==> src/rtl/axilite_cmd_master.sv <==
// Single-outstanding AXI4-Lite master: one valid/ready command becomes one AXI-lite read or write.
// Latency: AW/W or AR valid the cycle after cmd accept; rsp valid the cycle after the B/R beat.
// Backpressure: AXI valids hold until handshake, rsp holds until rsp_ready_i; AXILITE_CMD_MASTER_TIMEOUT_EN bounds B/R waits.
module axilite_cmd_master #(
    parameter int axi_addr_width_p = 32,
    parameter int axi_data_width_p = 32,
    parameter int timeout_p        = 256
) (
    input  logic                        clk_i,
    input  logic                        reset_i,

    input  logic                        cmd_valid_i,
    output logic                        cmd_ready_o,
    input  logic                        cmd_we_i,
    input  logic [axi_addr_width_p-1:0] cmd_addr_i,
    input  logic [axi_data_width_p-1:0] cmd_wdata_i,

    output logic                        rsp_valid_o,
    input  logic                        rsp_ready_i,
    output logic [axi_data_width_p-1:0] rsp_rdata_o,
    output logic [1:0]                  rsp_resp_o,
    output logic                        rsp_we_o,

    output logic [axi_addr_width_p-1:0] axi_awaddr_o,
    output logic                        axi_awvalid_o,
    input  logic                        axi_awready_i,

    output logic [axi_data_width_p-1:0] axi_wdata_o,
    output logic                        axi_wlast_o,
    output logic                        axi_wvalid_o,
    input  logic                        axi_wready_i,

    input  logic [1:0]                  axi_bresp_i,
    input  logic                        axi_bvalid_i,
    output logic                        axi_bready_o,

    output logic [axi_addr_width_p-1:0] axi_araddr_o,
    output logic                        axi_arvalid_o,
    input  logic                        axi_arready_i,

    input  logic [axi_data_width_p-1:0] axi_rdata_i,
    input  logic [1:0]                  axi_rresp_i,
    input  logic                        axi_rlast_i,
    input  logic                        axi_rvalid_i,
    output logic                        axi_rready_o
);

    typedef enum logic [2:0] {
        IDLE,
        WR,
        WR_RESP,
        RD_ADDR,
        RD_DATA,
        RSP
    } state_t;

    typedef struct packed {
        logic                        we;
        logic [axi_addr_width_p-1:0] addr;
        logic [axi_data_width_p-1:0] wdata;
    } cmd_t;

    state_t                        state;
    state_t                        state_nxt;
    cmd_t                          cmd_q;
    logic                          aw_pend;
    logic                          w_pend;
    logic [axi_data_width_p-1:0]   rdata_q;
    logic [1:0]                    resp_q;
    logic                          tmo_hit;

    // Single-beat transfers only: the R beat is always the last one.
    logic unused_rlast;
    assign unused_rlast = axi_rlast_i;

`ifdef AXILITE_CMD_MASTER_TIMEOUT_EN
    localparam int tmo_w = $clog2(timeout_p + 1);
    logic [tmo_w-1:0] tmo_cnt;

    // Held at zero outside the response-wait states, so it reads 0 on the first waiting cycle.
    always_ff @(posedge clk_i or negedge reset_i) begin
        if (!reset_i) begin
            tmo_cnt <= '0;
        end else if (state == WR_RESP || state == RD_DATA) begin
            tmo_cnt <= tmo_cnt + tmo_w'(1);
        end else begin
            tmo_cnt <= '0;
        end
    end

    assign tmo_hit = (tmo_cnt == tmo_w'(timeout_p - 1));
`else
    localparam int unused_timeout_p = timeout_p;
    assign tmo_hit = 1'b0;
`endif

    always_ff @(posedge clk_i or negedge reset_i) begin
        if (!reset_i) begin
            state <= IDLE;
        end else begin
            state <= state_nxt;
        end
    end

    always_comb begin
        state_nxt = state;
        case (state)
            IDLE: begin
                if (cmd_valid_i) begin
                    state_nxt = cmd_we_i ? WR : RD_ADDR;
                end
            end
            WR: begin
                // AW and W retire independently; leave once neither is still pending.
                if ((!aw_pend || axi_awready_i) && (!w_pend || axi_wready_i)) begin
                    state_nxt = WR_RESP;
                end
            end
            WR_RESP: begin
                if (axi_bvalid_i || tmo_hit) begin
                    state_nxt = RSP;
                end
            end
            RD_ADDR: begin
                if (axi_arready_i) begin
                    state_nxt = RD_DATA;
                end
            end
            RD_DATA: begin
                if (axi_rvalid_i || tmo_hit) begin
                    state_nxt = RSP;
                end
            end
            RSP: begin
                if (rsp_ready_i) begin
                    state_nxt = IDLE;
                end
            end
            default: state_nxt = IDLE;
        endcase
    end

    always_ff @(posedge clk_i or negedge reset_i) begin
        if (!reset_i) begin
            cmd_q   <= '0;
            aw_pend <= 1'b0;
            w_pend  <= 1'b0;
            rdata_q <= '0;
            resp_q  <= '0;
        end else begin
            case (state)
                IDLE: begin
                    if (cmd_valid_i) begin
                        cmd_q   <= '{we: cmd_we_i, addr: cmd_addr_i, wdata: cmd_wdata_i};
                        aw_pend <= cmd_we_i;
                        w_pend  <= cmd_we_i;
                    end
                end
                WR: begin
                    if (axi_awready_i) aw_pend <= 1'b0;
                    if (axi_wready_i)  w_pend  <= 1'b0;
                end
                WR_RESP: begin
                    if (axi_bvalid_i) begin
                        resp_q  <= axi_bresp_i;
                        rdata_q <= '0;
                    end else if (tmo_hit) begin
                        resp_q  <= 2'b10;
                        rdata_q <= '0;
                    end
                end
                RD_DATA: begin
                    if (axi_rvalid_i) begin
                        resp_q  <= axi_rresp_i;
                        rdata_q <= axi_rdata_i;
                    end else if (tmo_hit) begin
                        resp_q  <= 2'b10;
                        rdata_q <= '0;
                    end
                end
                default: ;
            endcase
        end
    end

    // Everything below is a register or a state decode; no AXI input reaches an AXI output.
    assign cmd_ready_o   = (state == IDLE);
    assign rsp_valid_o   = (state == RSP);
    assign rsp_rdata_o   = rdata_q;
    assign rsp_resp_o    = resp_q;
    assign rsp_we_o      = cmd_q.we;

    assign axi_awaddr_o  = cmd_q.addr;
    assign axi_awvalid_o = aw_pend;
    assign axi_wdata_o   = cmd_q.wdata;
    assign axi_wlast_o   = 1'b1;
    assign axi_wvalid_o  = w_pend;
    assign axi_bready_o  = (state == WR_RESP);

    assign axi_araddr_o  = cmd_q.addr;
    assign axi_arvalid_o = (state == RD_ADDR);
    assign axi_rready_o  = (state == RD_DATA);

endmodule

==> config.mk <==
export PLATFORM = sky130hd
export DESIGN_NAME = axilite_cmd_master
export DESIGN_NICKNAME = d
export VERILOG_FILES = /design/src/rtl/axilite_cmd_master.sv
export SDC_FILE = /design/constraint.sdc
export NUM_CORES = 1
export LEC_CHECK = 0
export CAP_MARGIN = 0
export CORE_UTILIZATION = 38
export CTS_CLUSTER_DIAMETER = 120
export DETAILED_ROUTE_END_ITERATION = 10
export MAX_ROUTING_LAYER = met4
export PLACE_DENSITY = 0.8
export SYNTH_ARGS = -nofsm -noshare
export SYNTH_HDL_FRONTEND = slang
export SYNTH_SLANG_ARGS = --single-unit
==> constraint.sdc <==
create_clock -name clk_i -period 1.77 [get_ports clk_i]
set_input_delay 0.177 -clock clk_i [delete_from_list [all_inputs] [get_ports clk_i]]
set_output_delay 0.177 -clock clk_i [all_outputs]
set_load 0.005 [all_outputs]
==> results.cfg <==
[pwr]
p_leak_nw = 3.04
ir_drop_mv = 0.920
powerDensity_nw_per_um2 = 1730

[job]
drv_cap = 0

[floorplanning]
start_util_pct = 39.8
core_area_um2 = 11000
die-width_um = 110
num_io_pins = 250
rows = 38
die_area_um2 = 12000
die-height_um = 110

[sta]
fmax_ghz = 0.576
setup_viol = 0
finalSetupTns_ps = 0
period_share_pct = 98.1
fin_hold_ws_ps = 202
fin_skew_ps = 4.25
finalCriticalPeriod_ps = 1740
drv_slew = 0
hold_violations = 0

[worst_setup_path]
cp_data_required_time_ps = 1980
ff2ff_setup_slack_ps = 30
r2r-end = rsp_rdata_o[31]$_DFFE_PN0P_
worstSetupStartpointType = flop
crit_chain = buf_6 > or3b_4 > buf_6 > o2111ai_4 > buf_12 > buf_4 > o21ai_0
worstSetupEndpoint = rsp_rdata_o[31]$_DFFE_PN0P_
crit_top_cell = buf_6
reg2regPathDepth = 7
cp_max_fo = 7
max_stage_delay_ps = 430
worstPathArrival_ps = 1950
cp-end-kind = flop
cpLargestDelayFamily = buffers and inverters
crit_start = state[1]$_DFFE_PN0P_
cpMaxStageDelayCell = dfrtp_2
critPathBufInv = 4
cp.depth = 7
crit_type = flop to flop
worstReg2RegStart = state[1]$_DFFE_PN0P_

[grt]
grt_max_degree = 64
first_global_vias = 3379
grt_pass1_wl_um = 16800
antenna_found_initial = 0
grt_use_total_pct = 19.1
grt-ovfl-total = 0

[placement]
dpl.hpwl_um = 8570
gp_congestion = 0.842
port_buffers = 247
post-place-cells = 710

[logic_synthesis]
ys_types = 27
ys_seq_area_share_pct = 59.2
syn_area_um2 = 4390
synth-seq-cells = 104
synth_commonest_cells = dfrtp_1, nand2_1, mux2_2
synth-adder-area-share_pct = 0
syn_area_per_cell_um2 = 12.1
synth-compound-area-share_pct = 5.84
synth_mux_area_share_pct = 17.4
yosysTopAreaCellShare_pct = 59.2
synth_top_family_by_area = multiplexers
synth-simple-area-share_pct = 8.37
synth_edf_count = 0
synth_cells = 363
synth_most_common_cell = dfrtp_1
yosys_warnings = 0
synth_ff_type = dfrtp_1
syn_nets = 474
synth_xor_area_share_pct = 0
yosys.area.top_type = dfrtp_1
synthTopCellsByArea = dfrtp_1, mux2_2, nand2_1
synth-async-reset-ratio_pct = 100

[final_layout]
final_util_pct = 66.3
stdcell_count = 740
finalNetCount = 708
fillers = 860
drive_gt1_share_pct = 19.5
areaGrowthSynthToFinish_pct = 66.4
num_antenna_cells = 0

[routing]
m1WireLength_um = 4820
wl_met3_um = 814
totalWireLength_um = 12100
dr_wl_met2_um = 6240
drtIter0Drc = 148
drc = 0
postRouteAntennaNets = 0
vias = 3542
vias_per_cell = 4.79
drt_pre_antenna_iters = 6
highest_layer = met4
wl_per_cell_um = 16.4

[worst_hold_path]
hp-class = primary input to asynchronous set/reset pin

[clock_network]
root_buffer = clkbuf_16
clock-sinks = 104
cts_buffers = 9
clkLatencyLatePin_ps = 330
cts_buffer_depth = 2
cts_tree = built
htreeDepth = 3
clkTransAtPathRegs_ps = 70

[status]
outcome = finished clean
[worst min-delay path by stage]
stage             from                          end  depth (start not counted)
6_report       reset_i  axi_wdata_o[13]$_DFFE_PN0P_                          2
3_5_place_dp   reset_i  axi_wdata_o[13]$_DFFE_PN0P_                          1
4_1_cts        reset_i  axi_wdata_o[13]$_DFFE_PN0P_                          2
2_1_floorplan  reset_i  axi_araddr_o[0]$_DFFE_PN0P_                          0
3_3_place_gp   reset_i  axi_wdata_o[13]$_DFFE_PN0P_                          1
5_1_grt        reset_i  axi_wdata_o[13]$_DFFE_PN0P_                          2
[layer usage]
metal	GRT usage, %	vias up
li1	-	1644
met1	21.9	1715
met2	33.2	164
met3	3.38	19
met4	7.43	0
met5	-	-
[cell type report]
type                       count  area (µm²)  area share [%]
clock buffer                  13         250            3.42
clock inverter                 1        5.00          0.0685
multi-input combinational    202        1430            19.5
sequential                   104        2600            35.6
timing repair buffer         276        2830            38.7
tap                          140         175            2.40
inverter                       4        15.0           0.205
[sequential cells by signal, summed over array words and instances, names as in the netlist]
register and flops:
axi_araddr_o 32, axi_wdata_o 32, rsp_rdata_o 32, state 3, rsp_resp_o 2, axi_awvalid_o 1, axi_wvalid_o 1, rsp_we_o 1
[through the flow]
stage,worst slack (ps),total power [mW],instance area [µm²]
final,33.0,12.7,7310
after global routing,-14.5,13.5,7310
after CTS,4.40,12.1,7080
after detailed placement,-6.35,10.3,6800
after global placement,16.3,10.1,6800
after floorplan,160,6.89,4390
[worst reg2reg max path, stage by stage (launching register included)]
cell and delay [ps]:
dfrtp_2 430, buf_6 130, or3b_4 410, buf_6 130, o2111ai_4 110, buf_12 170, buf_4 150, o21ai_0 90
[what timing repair did]
item | 4_1_cts | 5_1_grt
gates cloned | 0 | 7
hold endpoints to repair | 104 | 0
setup buffers | 2 | 6
hold buffers | 1 | 0
endpoints found under the setup margin | 5 | 97
gates resized for setup | 8 | 28
[cells by family after synthesis]
family | count (synthesis)
buf+inv | 57
other cells | 1
mux | 68
flops | 104
simple gates | 88
compound gates | 45
[layout by cell type, fill, tap and decap left out, drive strengths merged]
| cell type | Yosys | routed |
|---|---|---|
| clkdlybuf4s50 | 0 | 241 |
| dfrtp | 104 | 104 |
| nand2 | 72 | 72 |
| mux2 | 66 | 66 |
| o21ai | 38 | 38 |
| buf | 51 | 26 |
| clkbuf | 2 | 16 |
| dlygate4sd2 | 0 | 5 |
| inv | 4 | 4 |
| nor2 | 4 | 4 |
| nor2b | 3 | 3 |
| or3b | 2 | 2 |
| mux2i | 2 | 2 |
| nand3 | 2 | 2 |
| and2 | 2 | 2 |
| o2111ai | 2 | 2 |
| nand2b | 1 | 1 |
| nor3 | 1 | 1 |
| and2b | 1 | 1 |
| a21boi | 1 | 1 |
| o211ai | 1 | 1 |
| a21o | 1 | 1 |
| a32oi | 1 | 1 |
| a21oi | 1 | 1 |
| conb | 1 | 1 |
| clkinv | 0 | 1 |
| dlygate4sd3 | 0 | 1 |
[power by group]
group | internal [mW] | switching, mW | leakage (nW)
Clock | 0.976 | 0.789 | 0.126
Sequential | 3.54 | 0.721 | 1.30
Combinational | 4.37 | 2.26 | 1.62
Total | 8.89 | 3.77 | 3.04
Note: power is estimated with default switching activity, not from simulation.
==> RTL edit 1 (same settings) <==
The parameter `axi_data_width_p` goes from 32 to 40.
--- a/src/rtl/axilite_cmd_master.sv
+++ b/src/rtl/axilite_cmd_master.sv
@@ -3,7 +3,7 @@
 // Backpressure: AXI valids hold until handshake, rsp holds until rsp_ready_i; AXILITE_CMD_MASTER_TIMEOUT_EN bounds B/R waits.
 module axilite_cmd_master #(
     parameter int axi_addr_width_p = 32,
-    parameter int axi_data_width_p = 32,
+    parameter int axi_data_width_p = 40,
     parameter int timeout_p        = 256
 ) (
     input  logic                        clk_i,
Ports: changed (resized axi_rdata_i, axi_wdata_o, cmd_wdata_i and rsp_rdata_o); port bits go from 250 to 282. The function was not compared with the original's and may differ.
==> RTL edit 1 against the unedited design <==
Final cell count rose by 17%. Sequential share of layout area fell by 1.5 points. Clock skew rose by 0.00068 ns. Synthesized area rose by 22%. Sequential cell count rose by 16. Wire length rose by 19%. Worst hold slack improved by 0.10 ns. Worst setup slack improved by 0.0046 ns. Total power rose by 27%. Cell area rose by 21%. Sequential power rose by 17%. Critical path type unchanged. Largest power group unchanged. Highest routed layer unchanged.
==> RTL edit 1: results (changes against the unedited design) <==
stage,metric,value,unit,change
grt,met3 Usage GRT,5.90,%,+2.5 points
place,hpwl dp,10500,um,+23%
critical_path,Worst Reg-to-Reg Cells,5,,-2
cts,worst skew pair latency,0.41,ns,+0.08 ns
grt,met2 Usage GRT,37.1,%,+3.9 points
routing,"wirelength, routed",14400,um,+19%
place,placed inst area,8110,um2,+19%
pwr,Peak VDD IR,0.784,mV,-15%
place,IO Port Bufs,279,,+13%
cts,TritonCTS Buffers,17,,+8
grt,first-pass GRT wire length,22100,um,+31%
routing,routed wl met3,852,um,+4.7%
routing,initial DRC count,177,,+20%
status,status,"complete, no violations",,
place,pre-CTS setup slack,-0.0223,ns,-0.0160 ns
place,Inst Count DP,828,,+17%
place,RePlAce Congestion,0.748,,-11%
logic_synthesis,Synth top cells by count,"dfrtp_1 (120), nand2_1 (88), o21ai_2 (39), mux2_2 (38), mux2_4 (36)",,
critical_path,arrival time worst endpoint,2.03,ns,+0.08 ns
routing,vias per cell,4.67,,-2.3%
cells_and_area,fill count,964,,+12%
cells_and_area,share of post-route cells with drive strength above 1,26.0,%,+6.5 points
routing,DRT Pass-1 Iters,4,,-2
routing,M1 wire length,5310,um,+10%
cells_and_area,final net count,805,,+14%
grt,vias in the first global route,4210,,+25%
logic_synthesis,Mean Syn Cell Area,12.9,um2,+6.5%
timing,worst hold slack,0.305,ns,+0.103 ns
grt,GR met1 Demand/Resource,21.5,%,-0.47 points
pwr,leakage dissipation,3.70,nW,+22%
logic_synthesis,Cell variety after synth,29,,+7.4%
critical_path,FF-to-FF End,state[0],,
grt,Total GRT Usage,20.7,%,+1.6 points
timing,Setup Skew,0.00493,ns,+0.000684 ns
## RTL edit 1: cell types whose count changed after synthesis, sizes merged
cell / unedited run / this run
buf: 51 / 56
clkbuf: 2 / 1
dfrtp: 104 / 120
mux2: 66 / 74
nand2: 72 / 88
nand2b: 1 / 0
o21ai: 38 / 46
or2b: 0 / 1
## RTL edit 1: what timing repair did
item	CTS	global route
hold endpoints to repair	120	0
gates resized for setup	15	7
buffers inserted	2	3
pin swaps	1	4
gates cloned	0	1
hold buffers	1	0
setup endpoints to repair	5	53
## RTL edit 1: how the worst max path moves through the flow
stage	from	to	slack, ns	cells after the start
final	state[1]	state[0]	0.04	5
after global routing	state[1]	state[1]	-0.02	6
after CTS	state[1]	rsp_rdata_o[18]	-0.004	7
after detailed placement	axi_bvalid_i	state[1]	-0.02	5
after global placement	axi_rvalid_i	state[0]	-0.002	5
after floorplan	state[2]	axi_araddr_o[22]	0.16	6
## RTL edit 1: power by group
part / total, mW / internal [mW] / leakage, nW / switching (mW)
registers: 4.97 / 4.09 / 1.50 / 0.877
logic: 7.70 / 5.04 / 1.94 / 2.66
clock network: 3.37 / 2.07 / 0.264 / 1.30
total: 16.0 / 11.2 / 3.70 / 4.84
## RTL edit 1: area by class of cell
class	count	area, um2	area share, %
clock inverter	15	154	1.75
clock buffer	17	425	4.83
multi-input combinational	234	1910	21.7
inverter	4	15.0	0.170
sequential	120	3010	34.1
tap	176	220	2.50
timing repair buffer	301	3080	35.0
## RTL edit 1: logic make-up after synthesis
family	share of synthesized area, %
AO/OA/AOI/OAI	8.28
AND/OR/NAND/NOR	8.03
other	0.0701
multiplexers	18.5
flip-flops	56.2
buffers and inverters	8.96
==> RTL edit 2 (same flow settings) <==
Without the edit above. The 6 states of `state_t` get a Gray code encoding in 3 bits.
--- a/src/rtl/axilite_cmd_master.sv
+++ b/src/rtl/axilite_cmd_master.sv
@@ -46,12 +46,12 @@
 );
 
     typedef enum logic [2:0] {
-        IDLE,
-        WR,
-        WR_RESP,
-        RD_ADDR,
-        RD_DATA,
-        RSP
+        IDLE    = 3'b000,
+        WR      = 3'b001,
+        WR_RESP = 3'b011,
+        RD_ADDR = 3'b010,
+        RD_DATA = 3'b110,
+        RSP     = 3'b111
     } state_t;
 
     typedef struct packed {
Check against the original RTL: same outputs for any inputs over 4 cycles, from zero or initial values and one cycle with reset_i low; so few cycles prove little.
==> RTL edit 2 against the unedited design <==
The flow now finishes with violations (DRC). Wire length decreased by 4.7%. Total power fell by 4.9%. Worst setup slack gained 0.066 ns. Sequential cell count unchanged. Utilization shrank 3.0 points. Synthesized area increased by 2.9%. Clock power up 7%. Sequential share of layout area rose by 0.093 points. Clock skew up 0.0022 ns. Global-route usage is 0.58 points higher. Synthesized cell count shrank 18%. Cell area decreased by 0.31%. Critical path depth down 2. Largest power group unchanged.
==> RTL edit 2: results (changes against the unedited design) <==
stage,metric,value,unit,change
routing,initial DRC count,174,,+18%
routing,"wirelength, routed",11600,um,-4.7%
critical_path,Critical-path top delay cell,dfrtp_1,,
place,Inst Count DP,654,,-7.9%
critical_path,Worst Reg-to-Reg Cells,5,,-2
cells_and_area,register share of the cell area,35.7,%,+0.093 points
pwr,Clock Power Share,15.6,%,+1.7 points
cts,Longest Clk Path Bufs,2,,unchanged
cells_and_area,multi-input combinational area share,20.5,%,+0.94 points
grt,largest net degree at the start of global routing,105,,+64%
logic_synthesis,compound-gate portion of the synthesized area,8.85,%,+3.0 points
logic_synthesis,"Seq/Total Area, Yosys",57.6,%,-1.7 points
cells_and_area,fill count,868,,+0.93%
timing,worst hold slack,0.435,ns,+0.233 ns
floorplanning,Tap Count,143,,+2.1%
place,placed inst area,6930,um2,+1.8%
logic_synthesis,Cells after Synth,297,,-18%
place,RePlAce Congestion,0.788,,-6.4%
grt,vias in the first global route,3558,,+5.3%
logic_synthesis,adder-cell share of the synthesized area,0,%,unchanged
cells_and_area,share of post-route cells with drive strength above 1,21.2,%,+1.7 points
critical_path,FF-to-FF End,axi_araddr_o[17],,
routing,DRC errors left,38,,+38
cells_and_area,Data buffer area share,37.2,%,-1.5 points
cells_and_area,bufs w/o clock,270,,-2.2%
critical_path,reg2reg setup slack,0.1,ns,+0.07 ns
grt,Total GRT Usage,19.7,%,+0.58 points
place,hpwl dp,8220,um,-4.1%
logic_synthesis,Synth top cells by count,"dfrtp_1 (104), mux2_4 (50), buf_4 (37), a22o_1 (33), mux2_2 (15)",,
grt,first-pass GRT wire length,18600,um,+10%
cells_and_area,final net count,640,,-9.6%
cells_and_area,Multi-Input Combinational,140,,-31%
critical_path,crit-path max FO,12,,+5
logic_synthesis,mux contribution to synthesized area,20.8,%,+3.4 points
routing,DRT Pass-1 Iters,8,,+2
cells_and_area,# clk buffers,10,,-3
logic_synthesis,Mapped Nets,408,,-14%
cells_and_area,Multi-input gate area,1490,um2,+4.5%
logic_synthesis,cells taking the most area after synthesis,"dfrtp_1 (58%), mux2_4 (17%), a22o_1 (6.4%)",,
critical_path,arrival time worst endpoint,1.89,ns,-0.06 ns
routing,vias per cell,4.86,,+1.5%
status,failing checks,DRC,,
pwr,Peak VDD IR,0.809,mV,-12%
routing,via count,3290,,-7.1%
timing,Setup Skew,0.00648,ns,+0.00223 ns
status,status,finished with violations,,
min_path,hold endpoint,rsp_rdata_o[18],,
pwr,leakage dissipation,3.23,nW,+6.3%
pwr,Seq pwr share,35.0,%,+1.3 points
pwr,pwr dens,1650,nW/um2,-4.6%
place,pre-CTS setup slack,-0.103,ns,-0.0963 ns
min_path,worst min-delay path category,input pin to flop,,
cells_and_area,Clock buf/inv share,3.90,%,+0.41 points
logic_synthesis,Cell variety after synth,30,,+11%
timing,highest clock rate,0.599,GHz,+4.0%
critical_path,max incr delay on CP,0.41,ns,-0.02 ns
pwr,P_sw,3.40,mW,-9.8%
[RTL edit 2: cell count changes after synthesis, sizes merged, moves of 2 or more]
cell and change:
a21oi +2, a22o +33, a31oi +3, and2 -2, and3 +4, and3b +2, buf -2, clkbuf -2
nand2 -67, nor2b -2, o2111ai -2, o21ai -31, or3b -2
[RTL edit 2: timing repair]
item                                   CTS  global route
hold buffers                             1             0
pin swaps                                0             0
setup endpoints to repair                5             3
endpoints found under the hold margin  104             0
setup buffers                            1             5
resized for setup                        4             8
[RTL edit 2: per-layer routing]
layer / global-route usage [%] / wire [um]
met2: 33.5 / 5790
met5: - / 0
met1: 22.6 / 4680
met4: 6.31 / 140
met3: 5.25 / 947
[RTL edit 2: worst max-delay path by stage]
stage and end:
2_1_floorplan axi_araddr_o[10], 3_3_place_gp axi_araddr_o[29], 3_5_place_dp axi_araddr_o[11], 4_1_cts rsp_valid_o
5_1_grt state[0], 6_report axi_araddr_o[17]
